[src/rtl/jtag_tap_bscan_if.sv]
// Pad/core boundary and TAP serial pins for jtag_tap_bscan.
// master: the side that drives TMS/TDI, pads and core outputs (board/bench).
// slave : the TAP controller itself.
interface jtag_tap_bscan_if #(
  parameter int unsigned N_IN  = 8,
  parameter int unsigned N_OUT = 8
);
  logic              TMS;
  logic              TDI;
  logic              TDO;
  logic [N_IN-1:0]   pin_in;
  logic [N_IN-1:0]   core_in;
  logic [N_OUT-1:0]  core_out;
  logic [N_OUT-1:0]  pin_out;
  logic              extest;

  modport master (
    output TMS, TDI, pin_in, core_out,
    input  TDO, core_in, pin_out, extest
  );

  modport slave (
    input  TMS, TDI, pin_in, core_out,
    output TDO, core_in, pin_out, extest
  );
endinterface

[src/rtl/jtag_tap_bscan.sv]
// IEEE 1149.1-style TAP controller with boundary-scan register.
// Instructions: EXTEST (all zeros), SAMPLE/PRELOAD (1), IDCODE (2),
// BYPASS (all ones and any undecoded opcode).
// Optional macro TAP_USERCODE_EN adds the USERCODE parameter and opcode 3.
module jtag_tap_bscan #(
  parameter int unsigned IR_WIDTH = 4,
  parameter logic [31:0] IDCODE   = 32'hF00ED093,
`ifdef TAP_USERCODE_EN
  parameter logic [31:0] USERCODE = 32'h0000_0000,
`endif
  parameter int unsigned N_IN     = 8,
  parameter int unsigned N_OUT    = 8
) (
  input  logic            TCK,
  input  logic            TRSTn,
  jtag_tap_bscan_if.slave bus
);

  localparam int unsigned BSR_W = N_IN + N_OUT;

  localparam logic [IR_WIDTH-1:0] OP_EXTEST = '0;
  localparam logic [IR_WIDTH-1:0] OP_SAMPLE = IR_WIDTH'(1);
  localparam logic [IR_WIDTH-1:0] OP_IDCODE = IR_WIDTH'(2);
`ifdef TAP_USERCODE_EN
  localparam logic [IR_WIDTH-1:0] OP_USER   = IR_WIDTH'(3);
`endif

  typedef enum logic [3:0] {
    ST_TLR, ST_RTI,
    ST_SEL_DR, ST_CAP_DR, ST_SHIFT_DR, ST_EXIT1_DR, ST_PAUSE_DR, ST_EXIT2_DR, ST_UPD_DR,
    ST_SEL_IR, ST_CAP_IR, ST_SHIFT_IR, ST_EXIT1_IR, ST_PAUSE_IR, ST_EXIT2_IR, ST_UPD_IR
  } tap_state_e;

  typedef enum logic [1:0] {DR_BSR, DR_ID, DR_USER, DR_BYP} dr_sel_e;

  tap_state_e          r_state;
  tap_state_e          w_next;
  dr_sel_e             w_sel;
  logic                w_tdo;
  logic                w_extest;

  logic [IR_WIDTH-1:0] r_ir;
  logic [IR_WIDTH-1:0] r_ir_sr;
  logic [31:0]         r_id;     // shared by IDCODE and USERCODE
  logic                r_byp;
  logic [BSR_W-1:0]    r_bsr;
  logic [BSR_W-1:0]    r_upd;

  // TAP state register
  always_ff @(posedge TCK) begin
    if (!TRSTn) r_state <= ST_TLR;
    else        r_state <= w_next;
  end

  // Standard TMS-driven state transitions
  always_comb begin
    w_next = r_state;
    unique case (r_state)
      ST_TLR:      w_next = bus.TMS ? ST_TLR      : ST_RTI;
      ST_RTI:      w_next = bus.TMS ? ST_SEL_DR   : ST_RTI;
      ST_SEL_DR:   w_next = bus.TMS ? ST_SEL_IR   : ST_CAP_DR;
      ST_CAP_DR:   w_next = bus.TMS ? ST_EXIT1_DR : ST_SHIFT_DR;
      ST_SHIFT_DR: w_next = bus.TMS ? ST_EXIT1_DR : ST_SHIFT_DR;
      ST_EXIT1_DR: w_next = bus.TMS ? ST_UPD_DR   : ST_PAUSE_DR;
      ST_PAUSE_DR: w_next = bus.TMS ? ST_EXIT2_DR : ST_PAUSE_DR;
      ST_EXIT2_DR: w_next = bus.TMS ? ST_UPD_DR   : ST_SHIFT_DR;
      ST_UPD_DR:   w_next = bus.TMS ? ST_SEL_DR   : ST_RTI;
      ST_SEL_IR:   w_next = bus.TMS ? ST_TLR      : ST_CAP_IR;
      ST_CAP_IR:   w_next = bus.TMS ? ST_EXIT1_IR : ST_SHIFT_IR;
      ST_SHIFT_IR: w_next = bus.TMS ? ST_EXIT1_IR : ST_SHIFT_IR;
      ST_EXIT1_IR: w_next = bus.TMS ? ST_UPD_IR   : ST_PAUSE_IR;
      ST_PAUSE_IR: w_next = bus.TMS ? ST_EXIT2_IR : ST_PAUSE_IR;
      ST_EXIT2_IR: w_next = bus.TMS ? ST_UPD_IR   : ST_SHIFT_IR;
      ST_UPD_IR:   w_next = bus.TMS ? ST_SEL_DR   : ST_RTI;
      default:     w_next = ST_TLR;
    endcase
  end

  // Instruction decode: data register selection, EXTEST flag and TDO mux
  always_comb begin
    w_sel    = DR_BYP;
    w_tdo    = 1'b0;
    w_extest = (r_ir == OP_EXTEST);
    if (r_ir == OP_EXTEST || r_ir == OP_SAMPLE) w_sel = DR_BSR;
    else if (r_ir == OP_IDCODE)                 w_sel = DR_ID;
`ifdef TAP_USERCODE_EN
    else if (r_ir == OP_USER)                   w_sel = DR_USER;
`endif
    if (r_state == ST_SHIFT_IR) begin
      w_tdo = r_ir_sr[0];
    end else if (r_state == ST_SHIFT_DR) begin
      case (w_sel)
        DR_BSR:         w_tdo = r_bsr[0];
        DR_ID, DR_USER: w_tdo = r_id[0];
        default:        w_tdo = r_byp;
      endcase
    end
  end

  // Instruction register: capture/shift, and active IR reload.
  // IDCODE is loaded on the edge that enters TLR so the soft reset
  // deasserts EXTEST in the same cycle as the hard one.
  always_ff @(posedge TCK) begin
    if (!TRSTn) begin
      r_ir    <= OP_IDCODE;
      r_ir_sr <= '0;
    end else begin
      if (r_state == ST_CAP_IR)        r_ir_sr <= IR_WIDTH'(1);
      else if (r_state == ST_SHIFT_IR) r_ir_sr <= {bus.TDI, r_ir_sr[IR_WIDTH-1:1]};
      if (w_next == ST_TLR)            r_ir <= OP_IDCODE;
      else if (r_state == ST_UPD_IR)   r_ir <= r_ir_sr;
    end
  end

  // Data registers: capture, shift and boundary update latches
  always_ff @(posedge TCK) begin
    if (!TRSTn) begin
      r_id  <= '0;
      r_byp <= 1'b0;
      r_bsr <= '0;
      r_upd <= '0;
    end else begin
      case (r_state)
        ST_CAP_DR: begin
          case (w_sel)
            DR_BSR:  r_bsr <= {bus.core_out, bus.pin_in};
            DR_ID:   r_id  <= IDCODE;
`ifdef TAP_USERCODE_EN
            DR_USER: r_id  <= USERCODE;
`endif
            default: r_byp <= 1'b0;
          endcase
        end
        ST_SHIFT_DR: begin
          case (w_sel)
            DR_BSR:         r_bsr <= {bus.TDI, r_bsr[BSR_W-1:1]};
            DR_ID, DR_USER: r_id  <= {bus.TDI, r_id[31:1]};
            default:        r_byp <= bus.TDI;
          endcase
        end
        ST_UPD_DR: begin
          if (w_sel == DR_BSR) r_upd <= r_bsr;
        end
        default: ;
      endcase
    end
  end

  assign bus.TDO     = w_tdo;
  assign bus.extest  = w_extest;
  assign bus.core_in = w_extest ? r_upd[N_IN-1:0]     : bus.pin_in;
  assign bus.pin_out = w_extest ? r_upd[BSR_W-1:N_IN] : bus.core_out;

endmodule

[src/flat_wrapper.sv]
// flat-port wrapper written by rule: the top's interface ports become plain ports
module jtag_tap_bscan_flat 
#(
  parameter int unsigned IR_WIDTH = 4,
  parameter logic [31:0] IDCODE   = 32'hF00ED093,

  parameter int unsigned N_IN     = 8,
  parameter int unsigned N_OUT    = 8
)
  (TCK, TRSTn, bus_TMS, bus_TDI, bus_pin_in, bus_core_out, bus_TDO, bus_core_in, bus_pin_out, bus_extest);
  jtag_tap_bscan_if #(.N_IN(N_IN), .N_OUT(N_OUT)) bus_i ();
  input  logic TCK;
  input  logic TRSTn;
  input wire logic [$bits(bus_i.TMS)-1:0] bus_TMS;
  input wire logic [$bits(bus_i.TDI)-1:0] bus_TDI;
  input wire logic [$bits(bus_i.pin_in)-1:0] bus_pin_in;
  input wire logic [$bits(bus_i.core_out)-1:0] bus_core_out;
  output wire logic [$bits(bus_i.TDO)-1:0] bus_TDO;
  output wire logic [$bits(bus_i.core_in)-1:0] bus_core_in;
  output wire logic [$bits(bus_i.pin_out)-1:0] bus_pin_out;
  output wire logic [$bits(bus_i.extest)-1:0] bus_extest;
  assign bus_i.TMS = bus_TMS;
  assign bus_i.TDI = bus_TDI;
  assign bus_i.pin_in = bus_pin_in;
  assign bus_i.core_out = bus_core_out;
  assign bus_TDO = bus_i.TDO;
  assign bus_core_in = bus_i.core_in;
  assign bus_pin_out = bus_i.pin_out;
  assign bus_extest = bus_i.extest;
  jtag_tap_bscan #(.IR_WIDTH(IR_WIDTH), .IDCODE(IDCODE), .N_IN(N_IN), .N_OUT(N_OUT)) u_core (.TCK(TCK), .TRSTn(TRSTn), .bus(bus_i));
endmodule
[config.mk]
export PLATFORM = sky130hd
export DESIGN_NAME = jtag_tap_bscan_flat
export DESIGN_NICKNAME = d
export VERILOG_FILES = /design/src/rtl/jtag_tap_bscan_if.sv /design/src/rtl/jtag_tap_bscan.sv /design/src/flat_wrapper.sv
export SDC_FILE = /design/constraint.sdc
export NUM_CORES = 1
export LEC_CHECK = 0
export BUFFER_PORTS_ARGS = -buffer_cell sky130_fd_sc_hd__buf_2
export CORE_MARGIN = 4
export CORE_UTILIZATION = 35
export DETAILED_ROUTE_END_ITERATION = 6
export GPL_TIMING_DRIVEN = 0
export PLACE_DENSITY = 0.57
export SETUP_SLACK_MARGIN = 0.15
export SLEW_MARGIN = 20
export SYNTH_ARGS = -nofsm -noshare
export SYNTH_HDL_FRONTEND = slang
export SYNTH_SLANG_ARGS = --single-unit
[constraint.sdc]
create_clock -name TCK -period 1.91 [get_ports TCK]
set_input_delay 0.382 -clock TCK [delete_from_list [all_inputs] [get_ports TCK]]
set_output_delay 0.382 -clock TCK [all_outputs]
set_load 0.005 [all_outputs]
==> reports/metrics.cfg <==
[sta]
slew_viol_final = 0
fin_crit_ps = 2310
whs_ps = 335
grt_setup_unrepaired = true
fin_ws_ps = -402
finalSetupTns_ps = -20690
finalHoldViolations = 0
post-route-period-util = 1.21
max_slew.worst_pin.slew_ps = 752
setup_violations = 66
fmax_mhz = 432
slew_headroom = 0.499
skew_ps = 12.5

[final_layout]
final_util = 0.538
fin_nets = 483
drive_gt1_frac = 0.434
area_growth_pct = 48.4
final_common_cell = dfxtp_1
final_cell_mix = 73 x dfxtp_1, 43 x nand2_1, 40 x buf_6
insertedDiodeCount = 0
fillers = 854

[synth]
async_flop_share = 0
synth_cell_types = 50
synth_compound_area_frac = 0.229
muxShareOfSynthArea = 0.104
synth_cells = 381
synth-xor-area-share = 0.00490
ys.warnings.count = 0
synth-seq-cells = 77
syn_nets = 401
synth-edff-count = 0
synth_fa_ha_area_frac = 0
yosys.area_share.simple = 0.169
ys_seq_area_frac = 0.431
synth.avg_cell_area_um2 = 9.38
synth_flop_cell = dfxtp_1
synth_area_um2 = 3570
synth_top_family_by_area = compound AO/OA/AOI/OAI gates

[floorplanning]
floorplan.initialDensity = 0.362
dieWidth_um = 109
die_area_um2 = 11900
pin_count = 38
rows = 36
die_h_um = 109
core_um2 = 9860

[cts]
clock-sinks = 77
clock_latency_ps = 360
clkTransAtPathRegs_ps = 80
cts_buffer_depth = 2
cts_tree = done
clk_root_buffer_cell = clkbuf_8
h-tree-depth = 3
ctsHoldBuffers = 0
numCtsBuffers = 9

[global_routing]
grt_pass1_wl_mm = 16.8
grt_overflow_total = 0
grt_usage = 0.179
antenna_found_initial = 0
grt_pass1_vias = 3276
grt_max_degree = 14

[route]
drc = 0
drt-initial-drc-count = 151
vias = 3296
firstDrtPassIters = 5
wl_per_cell_um = 16.9
viasPerCell = 5.48
detail-route-antenna-nets = 0
drt-total-wl_mm = 10.2

[critical_path]
arrival_ps = 2560
crit_fanout = 8
crit_required_ps = 2160
reg2reg_depth = 11
end_kind = flip-flop
crit_path_start_kind = flip-flop
critPathKind = reg2reg

[placed_design]
detailed_place_hpwl_mm = 6.03
portBuffers = 37
gp_congestion = 0.827
dp_slack_ps = -267

[min_path]
hp-class = in2reg
holdPathStages = 3

[job]
drv_cap = 0

[status]
failed_checks = negative setup slack
status = finished with violations

[power]
p_leak_nw = 1.98
power_density_nw_per_um2 = 670
max-vdd-ir-drop_uv = 406

logic make-up (layout without fill, tap and decap cells):
kind of cell	Yosys count	after routing
mux	35	35
flops	77	77
xor+xnor	2	2
buf+inv	48	135
simple gates	113	113
compound gates	106	106
through the flow:
stage	area [um2]	std cells	power, W
CTS	5090	599	0.00357
detailed placement	3970	551	0.00195
global route	5310	601	0.00367
finish	5310	601	0.00356
floorplan	3610	381	0.00186
global placement	3970	551	0.00195
final timing paths:
path / startpoint / to / slack, ps
setup / recovery: u_core.r_state[1] / u_core.r_id[19] / -400
hold / removal: bus_TDI / u_core.r_byp / 340
setup reg to reg: u_core.r_state[1] / u_core.r_id[19] / -400
hold reg to reg: u_core.r_ir_sr[1] / u_core.r_ir_sr[1] / 460
cell usage after synthesis, types with 3 or more instances:
master | instances | share of area
o22ai_1 | 18 | 0.032
buf_2 | 8 | 0.011
o21ai_0 | 19 | 0.027
a21oi_1 | 22 | 0.031
mux2i_1 | 19 | 0.053
nand2_1 | 43 | 0.045
o221ai_2 | 9 | 0.038
a211o_1 | 3 | 0.0074
nor2_1 | 5 | 0.0053
o221a_1 | 14 | 0.044
dfxtp_1 | 77 | 0.43
nand2b_1 | 3 | 0.0053
nand3b_1 | 3 | 0.0063
o221ai_1 | 7 | 0.017
clkbuf_1 | 27 | 0.028
inv_1 | 6 | 0.0063
mux2_2 | 16 | 0.050
nand4_1 | 18 | 0.032
nand3_1 | 22 | 0.031
buf_6 | 4 | 0.013
what timing repair did:
item / in CTS / in global routing
pin swaps: 31 / 21
resized for setup: 139 / 62
setup endpoints to repair: 77 / 81
buffers inserted: 23 / 2
gates cloned: 9 / 0
sequential cells by signal (all words and copies together) (netlist names):
| register | count |
|---|---|
| u_core.r_byp | 1 |
| u_core.r_bsr | 16 |
| u_core.r_ir_sr | 4 |
| u_core.r_upd | 16 |
| u_core.r_id | 32 |
| u_core.r_state | 4 |
| u_core.r_ir | 4 |
cell type report:
cell class                 instances  area (um2)  share of cell area
multi-input combinational        256        2220               0.418
sequential                        77        1550               0.292
timing repair buffer              71         757               0.143
buffer                            42         355              0.0670
tap                              133         166              0.0314
clock buffer                      10         128              0.0241
clock inverter                     6         111              0.0210
inverter                           6        22.5             0.00425
where the power goes:
| part | total (W) | switching [W] | internal [W] | leakage (nW) |
|---|---|---|---|---|
| Clock | 0.00151 | 0.000637 | 0.000869 | 0.116 |
| Sequential | 0.00165 | 0.0000171 | 0.00163 | 0.623 |
| Combinational | 0.000404 | 0.000201 | 0.000203 | 1.24 |
| Total | 0.00356 | 0.000855 | 0.00270 | 1.98 |
per-layer routing:
metal	share of wire	global-route usage	up-vias
li1	-	-	1627
met1	0.47	0.239	1581
met2	0.48	0.287	75
met3	0.045	0.0355	13
met4	0.012	0.0604	0
met5	0	0	-
critical path, cell delays in order, from the launching register on:
cell and delay [ps]:
dfxtp_2 320, buf_6 110, or4b_4 470, buf_6 130, buf_4 120, buf_6 100, buf_6 100, buf_8 120
or2_4 230, buf_12 150, buf_8 130, o221a_1 200
Note: power is estimated with default switching activity, not from simulation.
